--- src/rtl/ols_pkg.sv ---
// Shared definitions for the logic-analyzer front end: lane count helpers
// and the demux mode encoding.
package ols_pkg;

    localparam logic DEMUX_OFF = 1'b0;
    localparam logic DEMUX_ON  = 1'b1;

    // Lanes per output word: two per clock pair.
    function automatic int unsigned lanes_of(input int unsigned pack);
        return 2 * pack;
    endfunction

    // Width of a counter that must hold 0..LANES inclusive.
    function automatic int unsigned fill_width(input int unsigned pack);
        return $clog2(2 * pack + 1);
    endfunction

endpackage

--- src/rtl/sample_demux.sv ---
// Sample demultiplexer/packer. Captures one (normal) or two (demux: in-phase
// plus 180-degree) CHANNELS-wide samples per enabled clock into a word of
// 2*PACK lanes and emits it with a one-cycle valid strobe. Flush emits a
// zero-padded partial word.
// Ports:
//   clock, resetN       clock and async active-low reset
//   dataInput           rising-edge sample
//   dataInput180        falling-edge sample, already retimed to clock
//   sampleEnable        capture qualifier
//   demuxMode           0 = dataInput only, 1 = both inputs each enabled cycle
//   flush               emit the current partial word
//   dataOutput          packed word, lane 0 in the LSBs and oldest
//   dataValid           one-cycle strobe qualifying dataOutput
module sample_demux
    import ols_pkg::*;
#(
    parameter int unsigned CHANNELS = 16,
    parameter int unsigned PACK     = 2
) (
    input  logic                                   clock,
    input  logic                                   resetN,
    input  logic [CHANNELS-1:0]                    dataInput,
    input  logic [CHANNELS-1:0]                    dataInput180,
    input  logic                                   sampleEnable,
    input  logic                                   demuxMode,
    input  logic                                   flush,
    output logic [CHANNELS*lanes_of(PACK)-1:0]     dataOutput,
    output logic                                   dataValid
);

    localparam int unsigned LANES = lanes_of(PACK);
    localparam int unsigned FW    = fill_width(PACK);

    logic [FW-1:0]                      fill_q, fill_d;
    logic                               mode_q, mode_d;
    logic [LANES-1:0][CHANNELS-1:0]     lane_q, lane_d;
    logic [CHANNELS*LANES-1:0]          data_output_q, data_output_d;
    logic                               data_valid_q, data_valid_d;

    logic                               mode_eff_c;
    logic [FW-1:0]                      fill_next_c;
    logic                               emit_c;
    logic [LANES-1:0]                   we_a_c, we_b_c;
    logic [LANES-1:0][CHANNELS-1:0]     word_c;

    // A new word picks up demuxMode; inside a word the latched mode rules.
    assign mode_eff_c  = (fill_q == '0) ? demuxMode : mode_q;
    assign fill_next_c = sampleEnable
                       ? fill_q + ((mode_eff_c == DEMUX_ON) ? FW'(2) : FW'(1))
                       : fill_q;
    // Capture happens before the emit decision, so flush+enable strobes once.
    assign emit_c      = (fill_next_c == FW'(LANES)) || (flush && (fill_next_c != '0));

    // Per-lane write enables and the zero-padded output view of each lane.
    for (genvar i = 0; i < LANES; i++) begin : g_lane
        assign we_a_c[i] = sampleEnable && (fill_q == FW'(i));
        assign we_b_c[i] = sampleEnable && (mode_eff_c == DEMUX_ON)
                        && ((fill_q + FW'(1)) == FW'(i));
        assign lane_d[i] = we_a_c[i] ? dataInput
                         : (we_b_c[i] ? dataInput180 : lane_q[i]);
        // Stale lanes beyond the fill point must not leak on flush.
        assign word_c[i] = (FW'(i) < fill_next_c) ? lane_d[i] : '0;
    end

    // Next-state for counter, mode and the output register.
    always_comb begin
        fill_d        = fill_next_c;
        mode_d        = mode_eff_c;
        data_output_d = data_output_q;
        data_valid_d  = 1'b0;
        if (emit_c) begin
            fill_d        = '0;
            data_output_d = word_c;
            data_valid_d  = 1'b1;
        end
    end

    // State registers.
    always_ff @(posedge clock or negedge resetN) begin
        if (!resetN) begin
            fill_q        <= '0;
            mode_q        <= DEMUX_OFF;
            lane_q        <= '0;
            data_output_q <= '0;
            data_valid_q  <= 1'b0;
        end else begin
            fill_q        <= fill_d;
            mode_q        <= mode_d;
            lane_q        <= lane_d;
            data_output_q <= data_output_d;
            data_valid_q  <= data_valid_d;
        end
    end

    assign dataOutput = data_output_q;
    assign dataValid  = data_valid_q;

endmodule

--- config.mk ---
export PLATFORM = sky130hd
export DESIGN_NAME = sample_demux
export DESIGN_NICKNAME = d
export VERILOG_FILES = /design/src/rtl/ols_pkg.sv /design/src/rtl/sample_demux.sv
export SDC_FILE = /design/constraint.sdc
export NUM_CORES = 1
export LEC_CHECK = 0
export BUFFER_PORTS_ARGS = -buffer_cell sky130_fd_sc_hd__buf_2
export CORE_UTILIZATION = 50
export CTS_CLUSTER_DIAMETER = 80
export DETAILED_ROUTE_END_ITERATION = 10
export PLACE_DENSITY = 0.72
export SYNTH_ARGS = -nofsm -noshare
export SYNTH_HDL_FRONTEND = slang
export SYNTH_SLANG_ARGS = --single-unit
export TNS_END_PERCENT = 50
--- constraint.sdc ---
create_clock -name clock -period 3 [get_ports clock]
set_input_delay 0.3 -clock clock [delete_from_list [all_inputs] [get_ports clock]]
set_output_delay 0.3 -clock clock [all_outputs]
set_load 0.01 [all_outputs]
==> flow_metrics.tcl <==
set metrics [dict create \
    synth_area_leader_cell "dfrtp_1" \
    path_delay_family "multiplexers" \
    synth_top_area_share_pct 59.0 \
    p_per_area_nw_per_um2 1130 \
    dr_total_vias 4322 \
    synth_compound_area_share_pct 21.8 \
    wl_per_cell_um 20.8 \
    critPathMaxStageDelay_ns 0.38 \
    finalSetupTns_ns 0 \
    drive_gt1_share_pct 30.6 \
    peakVddDrop_mv 0.505 \
    gp_congestion 0.855 \
    drtIter0Drc 506 \
    portBuffers 101 \
    grt_usage_pct 27.3 \
    path_class "reg2reg" \
    hpwlAfterDp_um 9350 \
    worst-path-buf-inv 1 \
    synth_top_family_by_area "compound AO/OA/AOI/OAI gates" \
    drv_cap 0 \
    syn-cell-area_sq_um 5640 \
    nets 592 \
    die_w_um 108 \
    relSlewSlack_pct 29.3 \
    viasPerCell 6.11 \
    start_kind "flip-flop" \
    post-place-ws_ns 0.188 \
    dp.cells 672 \
    cts_sinks 133 \
    yosys.area_share.simple_pct 6.55 \
    gr-total-overflow 0 \
    synthArstFlopShare_pct 100 \
    power_mw 7.94 \
    yosysWarnings 0 \
    ant_nets 0 \
    remaining_drc_errors 0 \
    synth.net_count 483 \
    cp_slowest_cell "dfrtp_1" \
    synth_edf_count 0 \
    antenna_found_initial 1 \
    final_area_sq_um 7000 \
    synthAdderAreaFrac_pct 0.444 \
    power.leakage_nw 3.64 \
    layout_min_cycle_time_ns 2.85 \
    fin_ws_ns 0.154 \
    path_cells "nor3_2 -> mux2i_2 -> xnor2_1 -> ha_1 -> mux2_2 -> o31a_1 -> a22o_2 -> buf_12 -> mux2_1" \
    grt_pass1_vias 4419 \
    dpl_cell_area_sq_um 6290 \
    synthXorXnorAreaFrac_pct 0.155 \
    final_util_pct 64.0 \
    core-area_sq_um 10900 \
    grt_max_degree 108 \
    hold_viol 0 \
    netlist_instances 444 \
    clk_pin_slew_worst_paths_ns 0.06 \
    crit_path_max_fanout 34 \
    initial_core_util_pct 51.6 \
    worstPathRequired_ns 3.29 \
    cts_htree_levels 4 \
    wl_um 14700 \
    area_growth_pct 24.1 \
    outcome "completed" \
    critPathArrivalTime_ns 3.14 \
    setup_violations 0 \
    grt_setup_unrepaired "no" \
    cp-end-kind "flip-flop" \
    muxShareOfSynthArea_pct 6.95 \
    finalMaxSlewViolations 0 \
    min_period_over_period_pct 94.9 \
    fin_hold_ws_ns 0.0873 \
    rows 38 \
    grt_pass1_wl_um 23700 \
    io_pins 102 \
    stdcell_count 707 \
    hold_path_class "in2reg" \
    skew_ns 0.00451 \
    cts_tree "done" \
    clock_latency_ns 0.42 \
    synthFlopType "dfrtp_1" \
    fp.dieArea_sq_um 11700 \
    cts-buffers-inserted 17 \
    synth_area_per_cell_sq_um 12.7 \
    max_clock_freq_ghz 0.351 \
    drtPass1Iterations 6 \
    tightest_slew_ns 1.05 \
    die_h_um 108 \
    ys_types 46 \
    seq_area_frac_synth_pct 59.0 \
    final_cell_mix "dfrtp_1, buf_2, a22o_1" \
    root_buffer "clkbuf_16" \
    final_common_cell "dfrtp_1" \
    synth-seq-cells 133 \
    clockBufferDepth 2 \
    synth_area_leaders "dfrtp_1, a22o_1, mux2i_1" \
]
==> flip-flops by register name, indices dropped and copies added, names as in the netlist <==
register,count
fill_q,3
dataOutput,64
lane_q,64
dataValid,1
mode_q,1
==> power breakdown <==
part / internal (mW) / leakage (nW) / switching, mW / total [mW]
combinational: 1.23 / 1.61 / 1.50 / 2.73
clock: 1.60 / 0.334 / 0.768 / 2.37
sequential: 2.52 / 1.70 / 0.312 / 2.83
==> logic make-up after synthesis <==
| family | Yosys count |
|---|---|
| flops | 133 |
| buf+inv | 52 |
| compound gates | 150 |
| simple gates | 69 |
| fa+ha+maj | 2 |
| mux | 37 |
| xor+xnor | 1 |
==> worst reg2reg max path: cells and delay by family, from the launching register on <==
family / cells / cell delay [ns]
fa+ha+maj: 1 / 0.29
simple gates: 1 / 0.22
compound gates: 2 / 0.58
buf+inv: 1 / 0.18
flops: 1 / 0.38
xor+xnor: 1 / 0.16
mux: 3 / 0.91
==> path summary, 6_finish.rpt <==
kind	slack, ns	cells past startpoint	endpoint	start
setup reg to reg	0.15	9	dataOutput[15]	fill_q[1]
setup / recovery	0.15	9	dataOutput[15]	fill_q[1]
hold / removal	0.09	2	fill_q[0]	flush
max in group asynchronous	1.75	3	lane_q[8]	resetN
min in group asynchronous	0.36	2	dataOutput[0]	resetN
hold reg to reg	0.47	1	lane_q[2]	lane_q[2]
==> synth_stat cells (all sizes together), types with 2 or more instances <==
library cell / n
o21ai: 25
inv: 20
o221ai: 2
a222oi: 14
mux2: 17
buf: 22
a32oi: 2
mux2i: 20
o2bb2ai: 14
nor2b: 4
nor2: 8
nand2: 24
and2b: 2
dfrtp: 133
a22o: 50
nand3: 2
ha: 2
a21o: 17
and2: 2
clkbuf: 10
a221o: 16
and3: 17
nor3: 2
a21oi: 4
nand2b: 2
==> metal layers <==
metal | track usage (%) | wire length (um)
met3 | 5.61 | 1040
met4 | 12.4 | 268
met1 | 37.3 | 6340
met2 | 42.0 | 7070
met5 | 0 | 0
==> cell type report <==
cell class	instances	area [sq um]
Timing Repair Buffer	122	693
Inverter	20	75.1
Clock buffer	20	457
Clock inverter	12	225
Antenna cell	1	2.50
Tap cell	140	175
Fill cell	860	3940
Sequential cell	133	3330
Multi-Input combinational cell	259	2040
==> timing repair <==
action | in CTS | in global routing
hold buffers | 1 | 0
gates resized for setup | 0 | 0
setup buffers | 0 | 1
setup endpoints to repair | 0 | 4
hold endpoints to repair | 26 | 0
No activity file was read; power rests on OpenSTA's default activity.
